==> config.mk <==
export PLATFORM = sky130hd
export DESIGN_NAME = demux_rr_scheduler
export DESIGN_NICKNAME = d
export VERILOG_FILES = /design/src/rtl/demux_rr_scheduler.sv
export SDC_FILE = /design/constraint.sdc
export NUM_CORES = 1
export LEC_CHECK = 0
export CORE_ASPECT_RATIO = 1.75
export CORE_MARGIN = 3
export CORE_UTILIZATION = 45
export CTS_CLUSTER_DIAMETER = 30
export CTS_CLUSTER_SIZE = 24
export DETAILED_ROUTE_END_ITERATION = 10
export MAX_ROUTING_LAYER = met4
export PLACE_DENSITY = 0.8
export SYNTH_ARGS = -nofsm -noshare
export SYNTH_HDL_FRONTEND = slang
export SYNTH_SLANG_ARGS = --single-unit
==> constraint.sdc <==
create_clock -name clk -period 2.6 [get_ports clk]
set_input_delay 0.39 -clock clk [delete_from_list [all_inputs] [get_ports clk]]
set_output_delay 0.39 -clock clk [all_outputs]
set_load 0.02 [all_outputs]
==> src/rtl/demux_rr_scheduler.sv <==
// demux_rr_scheduler
//   Round-robin scheduler in front of a 1-to-4 demultiplexer. Words arrive on a
//   valid/ready stream. Each word is held in a one-entry register. It is
//   committed to the next enabled channel in round-robin order and presented
//   until that channel's consumer takes it. A new word can be loaded in the
//   same cycle a held word is delivered, which sustains one word per cycle.
//
// Parameters
//   DATA_W    width of the data word
//   CNT_W     width of the delivered-word counter
//
// Ports
//   clk        in   rising-edge clock
//   rst        in   synchronous, active-high reset
//   in_valid   in   upstream word valid
//   in_ready   out  scheduler can accept a word this cycle
//   in_data    in   upstream word [DATA_W]
//   chan_en    in   per-channel enable mask [4]
//   sel        out  demux select = channel index of the held word [2]
//   out_data   out  held word, common to all channels [DATA_W]
//   out_valid  out  one-hot valid, bit sel while a word is held [4]
//   out_ready  in   per-channel consumer ready [4]
//   word_cnt   out  words delivered since reset, wrapping [CNT_W]
module demux_rr_scheduler #(
  parameter int DATA_W = 8,
  parameter int CNT_W  = 16
) (
  input  logic              clk,
  input  logic              rst,
  input  logic              in_valid,
  output logic              in_ready,
  input  logic [DATA_W-1:0] in_data,
  input  logic [3:0]        chan_en,
  output logic [1:0]        sel,
  output logic [DATA_W-1:0] out_data,
  output logic [3:0]        out_valid,
  input  logic [3:0]        out_ready,
  output logic [CNT_W-1:0]  word_cnt
);

  typedef enum logic [0:0] {
    IDLE = 1'b0,
    HOLD = 1'b1
  } state_t;

  state_t              state_q, state_d;
  logic [1:0]          ptr_q, ptr_d;
  logic [1:0]          sel_q, sel_d;
  logic [DATA_W-1:0]   data_q, data_d;
  logic [CNT_W-1:0]    cnt_q, cnt_d;

  logic any_en;
  logic deliver;
  logic accept;

  // First enabled channel at or after p, searching upward modulo 4. The
  // loop runs from the farthest candidate down so the nearest one wins.
  function automatic logic [1:0] pick(input logic [1:0] p, input logic [3:0] en);
    logic [1:0] idx;
    pick = p;
    for (int k = 3; k >= 0; k--) begin
      idx = p + 2'(k);
      if (en[idx]) pick = idx;
    end
  endfunction

  assign any_en  = |chan_en;
  assign deliver = (state_q == HOLD) && out_ready[sel_q];

  // A held word only makes room for a new one when it is being delivered,
  // and nothing is accepted while reset is asserted.
  always_comb begin
    in_ready = 1'b0;
    if (!rst) begin
      if (state_q == IDLE) in_ready = any_en;
      else                 in_ready = out_ready[sel_q] && any_en;
    end
  end

  assign accept = in_valid && in_ready;

  always_comb begin
    state_d = state_q;
    ptr_d   = ptr_q;
    sel_d   = sel_q;
    data_d  = data_q;
    cnt_d   = cnt_q;
    unique case (state_q)
      IDLE: begin
        if (accept) begin
          data_d  = in_data;
          sel_d   = pick(ptr_q, chan_en);
          state_d = HOLD;
        end
      end
      HOLD: begin
        // The destination was committed at load time; chan_en changes
        // here never reroute the held word.
        if (deliver) begin
          cnt_d = cnt_q + CNT_W'(1);
          ptr_d = sel_q + 2'd1;
          if (accept) begin
            data_d = in_data;
            sel_d  = pick(sel_q + 2'd1, chan_en);
          end else begin
            state_d = IDLE;
          end
        end
      end
      default: state_d = IDLE;
    endcase
  end

  always_ff @(posedge clk) begin
    if (rst) begin
      state_q <= IDLE;
      ptr_q   <= 2'd0;
      sel_q   <= 2'd0;
      data_q  <= '0;
      cnt_q   <= '0;
    end else begin
      state_q <= state_d;
      ptr_q   <= ptr_d;
      sel_q   <= sel_d;
      data_q  <= data_d;
      cnt_q   <= cnt_d;
    end
  end

  assign sel       = sel_q;
  assign out_data  = data_q;
  assign out_valid = (state_q == HOLD) ? (4'b0001 << sel_q) : 4'b0000;
  assign word_cnt  = cnt_q;

endmodule
# After elaboration in Yosys (flattened, before gate mapping)
# Cells that the tools add are included.
# Widths: inputs -> output; s select.
# totals
reg_bits,29
inputBits,19
output_inout_bits,31
word_cells,72
# classes
n_addsub,8
magnitude_cmp,9
n_eq_ne,3
shifts,1
muxes,39
bitwise_logic,1
n_reduce_logical,6
# ops
cell,count
$lt 2x3->1 const B,9
$mux 2,11
$bmux 1 s2,9
$add 16x1->16 const B,1
$mux 8,2
$pmux 8 s2,1
$mux 1,13
$add 2x2->2 const B,4
$add 2x1->2 const B,3
$mux 4,1
$ne 2x1->1 const B,2
$pmux 2 s2,1
$reduce_or 4->1,1
$shl 1x2->4 const A,1
$logic_and 1x1->1,3
$reduce_and 3->1,1
$ne 2x2->1 const B,1
$pmux 1 s2,1
$reduce_and 2->1,1
$not 1->1,1

# Longest topological paths before layout
# logic_depth
word_depth,11
ltp_mapped,7
ltp_nobuf,7

# Least setup slack after synthesis
# No wires, ideal clock.
# synth_timing
path_type,reg2reg
startpoint,"register sel_q[0], in the netlist sel[0]"
endpoint,"register sel_q[1], in the netlist sel[1]"
setup_time_ns,0.071
t_arrival_ns,2.069
required_time_ns,2.529
path_slack_ns,0.461
path_stages_with_launch,8
n_path_buf,0
period_less_slack_ns,2.139
cell_sequence,dfxtp_1 -> inv_1 -> ha_1 -> or2_2 -> a211oi_1 -> a21oi_1 -> a211o_1 -> a21oi_1
# synth_via
elab_chain_cells,11
elab_cells_between_ends,30
classes_between,add/sub (4); eq/ne (3); mux (19); reduce/logical (4)
# synth_rtl
item,line,source
from (decl),48,"logic [1:0] sel_q, sel_d;"
from (signal assigned),124,sel_q <= sel_d;
$add 2x1->2,104,"sel_d = pick(sel_q + 2'd1, chan_en);"
$add 2x2->2,62,idx = p + 2'(k);
$bmux 1 s2,63,if (en[idx]) pick = idx;
$mux 1 (implied by the code),63,
$mux 2 (4 in series),63,
$mux 2,102,if (accept) begin
$mux 2,99,if (deliver) begin
$pmux 2 s2,88,unique case (state_q)
# Several ways; a longest one is shown, not always the timed one. The select of a mux whose other input is x is not followed.
# A chain may end at the register's enable or synchronous reset.

# Worst setup path after layout
# layout_timing
startpoint,"register sel_q[0], in the netlist sel[0]"
endpoint,output port in_ready
# layout_via
elab_chain_cells,5
# layout_rtl
item,line,source
$bmux 1 s2,76,else in_ready = out_ready[sel_q] && any_en;
$mux 1 (implied by the code),76,
$logic_and 1x1->1,76,
$mux 1,75,if (state_q == IDLE) in_ready = any_en;
$mux 1,74,if (!rst) begin
to (decl),31,"output logic in_ready,"
# Every way passes these cells. The select of a mux whose other input is x is not followed.

==> results.txt <==
----------------------------------------------------
[Status]
  Result of the run ... finished clean

[Setup path]
  Cell type of the slowest stage on the worst timing path ... mux4_2
  Classification of the worst setup path ... flip-flop to primary output
  Cells along the critical path ... mux4_2 > nand2b_4 > and2_1 > clkdlybuf4s50_1
  Sort of element at the end of the critical path ... primary output
  Arrival time at the worst endpoint ... 2150 ps
  Maximum fanout along the worst path ... 9
  Slowest stage delay, CP ... 550 ps
  Crit. path cell count ... 4
  CP Launch Type ... flip-flop
  Number of cells on the worst reg-to-reg path ... 7
  Data required time of the critical path ... 2210 ps
  Critical R2R Capture ... sel[1]
  Setup crit start ... sel[0]
  Critical path destination ... in_ready
  Beginning of the worst register-to-register path ... sel[0]
  Slack of the worst reg-to-reg path ... 420 ps
  Largest delay contributor family on the critical path ... multiplexers
  Combined buffer and inverter count along the critical path ... 1

[Synth]
  Total nets after synthesis ... 192
  Gate count after technology mapping ... 168
  FFs w/ async S/R, synth ... 0%
  Number of synthesized register bits ... 29
  Post-Syn Area ... 1500 um2
  Flip-flop cell with the highest count after synthesis ... dfxtp_1
  Fraction of the mapped netlist area in compound gates ... 8.53%
  Number of different library cells in the post-synthesis netlist ... 37
  Xor/xnor cell area share of the yosys netlist ... 7.61%
  Number of warnings reported in the yosys synthesis log ... 0
  Combinational family with the most area after synthesis ... simple AND/OR/NAND/NOR gates
  Register area share after synthesis ... 38.8%
  Simple-gate portion of the synthesized area ... 26.9%
  Mux cell area share after synthesis ... 9.70%
  Mean instance size in the synthesized netlist ... 8.91 um2
  Adder-cell area share of the yosys netlist ... 4.18%
  Number of enable flip-flop cells after synthesis ... 0

[Routing]
  DR vias ... 1360
  Antenna violation net count after detailed routing ... 0
  WL final ... 3.89 mm
  Iteration-0 DRC Markers ... 31
  Number of vias per cell after detailed routing ... 5.13
  Number of design rule violations left after detail routing ... 0
  Routed len/inst ... 14.7 um
  Pre-Repair DR Iteration Count ... 4

[Cells and area]
  P&R area growth vs syn ... 43.7%
  Nets ... 245
  Number of antenna repair diodes ... 0
  Layout cells sized above 1 ... 9.46%

[Timing]
  Final period demand of the worst path ... 2540 ps
  Clock Skew ... 7.17 ps
  Final number of hold-violating endpoints ... 0
  Count of final setup violators ... 0
  Maximum clock rate ... 394 MHz
  Period Utilization, post-route ... 97.5%
  TNS Setup ... 0 ps
  Setup repair after global routing missed its margin ... false
  Final Max Slew Viols ... 0
  Least setup slack across all paths after layout ... 64.5 ps
  Worst-case headroom to the max-slew limit ... 73.2%
  Worst Tran Pin Value ... 402 ps

[Clock tree]
  Hold Buf Count CTS ... 0
  Insertion delay to the later sink of the worst-skew pair ... 280 ps
  Cts bufs inserted ... 5
  Clock tree root driver cell ... clkbuf_8
  Number of levels in the clock H-tree ... 2
  CTS tree ... yes
  Number of sinks handled by clock tree synthesis ... 29
  Buffer depth of the longest clock path ... 2
  Clk slew on worst S/H paths ... 60 ps

[Hold path]
  Startpoint of the worst hold path ... out_data[0]
  Worst Hold Class ... flip-flop to flip-flop

[Place]
  Port buffer count ... 49
  RePlAce Congestion ... 0.810
  Setup Slack @ Placement ... 66.4 ps
  Post-DP HPWL ... 2.75 mm

[GRT]
  Antenna violations before repair ... 0
  Sum of overflow across all layers after global routing ... 0
  Vias in the first global route ... 1403
  GRT Overall Usage ... 21.3%
  Largest net degree at the start of global routing ... 30
  Global-route wire length before repair ... 6.50 mm

[Floorplanning]
  Number of rows in the core area ... 27
  Core area ... 3180 um2
  Die extent in x ... 49.6 um
  Die Area ... 4080 um2
  Vertical extent of the die ... 82.3 um
  Effective utilization at floorplan ... 47.1%
  Number of placed I/O pins ... 50

[Power and ir drop]
  Power density over cell area ... 517 nW/um2
  Worst-case vdd ir drop ... 0.495 mV
  Leakage power total ... 0.812 nW

[Run]
  Max Cap Violations ... 0

----------------------------------------------------
through the flow:
step / hold slack (ps) / utilization (%) / std cells / power (mW) / instance area (um2)
finish: 498 / 67.7 / 265 / 1.11 / 2150
global route: 543 / 67.7 / 265 / 1.15 / 2150
CTS: 510 / 67.7 / 265 / 1.12 / 2150
detailed placement: 495 / 64.0 / 257 / 0.643 / 2030
global placement: 477 / 64.0 / 257 / 0.638 / 2030
floorplan: 506 / - / 168 / 0.568 / 1500
area by class of cell:
type | count | area [um2]
Multi-Input combinational cell | 125 | 852
Inverter | 7 | 26.3
Clock buffer | 7 | 86.3
Sequential cell | 29 | 582
Timing Repair Buffer | 53 | 520
Tap cell | 43 | 53.8
Fill cell | 284 | 1020
Clock inverter | 1 | 30.0
registers in the layout (all words and copies together), names as in the netlist:
name,cells
word_cnt,16
out_data,8
ptr_q,2
sel,2
state_q,1
cells in the final DEF (no fill, tap or decap), types with 2 or more instances in the layout:
master,n
ha_1,5
nand2_1,7
inv_1,7
dfxtp_1,28
or3_1,3
clkdlybuf4s50_1,49
nor2_1,29
a211o_1,2
nor3_1,10
a21oi_1,6
a211oi_1,3
mux4_2,2
buf_4,4
o21ai_0,2
xnor2_1,10
or2_2,2
and3_1,4
nand3_1,2
mux2i_1,10
xor2_1,3
clkbuf_8,6
and2_1,6
nor2b_1,5
cell families (layout without fill, tap and decap cells):
logic type	Yosys count	count (layout)
AOI/OAI and AO/OA	19	19
buffers and inverters	14	68
adders and majority gates	5	5
DFF	29	29
muxes	12	12
xor gates and xnor gates	13	13
and+or+nand+nor	76	76
worst min-delay path: cells and delay by family, from the launching register on:
family,cells,cell delay [ps]
DFF,1,320
muxes,1,70
and+or+nand+nor,1,70
synthesized netlist by cell type (2+ instances only):
master	count	area, um2
mux2i_1	10	100
and2_1	6	37.5
a211oi_1	3	22.5
a211o_1	2	17.5
nand3_1	2	10.0
or2_2	2	12.5
clkbuf_1	5	18.8
nor3_1	10	50.1
and3_1	4	25.0
inv_1	7	26.3
or3_1	3	18.8
dfxtp_1	29	581
xor2_1	3	26.3
o21ai_0	2	10.0
mux4_2	2	45.0
xnor2_1	10	87.6
nand2_1	7	26.3
nor2_1	29	109
ha_1	5	62.6
a21oi_1	6	30.0
nor2b_1	5	31.3
where the power goes:
group / switching [mW] / internal, mW / total [mW] / leakage (nW)
logic: 0.0751 / 0.0881 / 0.163 / 0.518
registers: 0.0151 / 0.456 / 0.472 / 0.235
clock network: 0.165 / 0.312 / 0.477 / 0.0585
total: 0.255 / 0.856 / 1.11 / 0.812
routing by layer:
metal  GRT usage (%)  vias up  wire length, um
met5               -        -                0
met4            7.48        0               70
met3            5.92        6              183
met2            39.7       37             2180
met1            20.9      643             1460
li1                -      674                -
how the worst min path moves through the flow:
stage,end,cells past startpoint
after floorplan,state_q,2
after global placement,out_data[6],2
after detailed placement,out_data[0],2
after CTS,out_data[0],2
after global routing,word_cnt[10],2
final,out_data[0],2
what timing repair did:
item                       4_1_cts  5_1_grt
buffers inserted                 0        0
resized for setup                1        0
setup endpoints to repair        1        0
No activity file was read; power rests on OpenSTA's default activity.
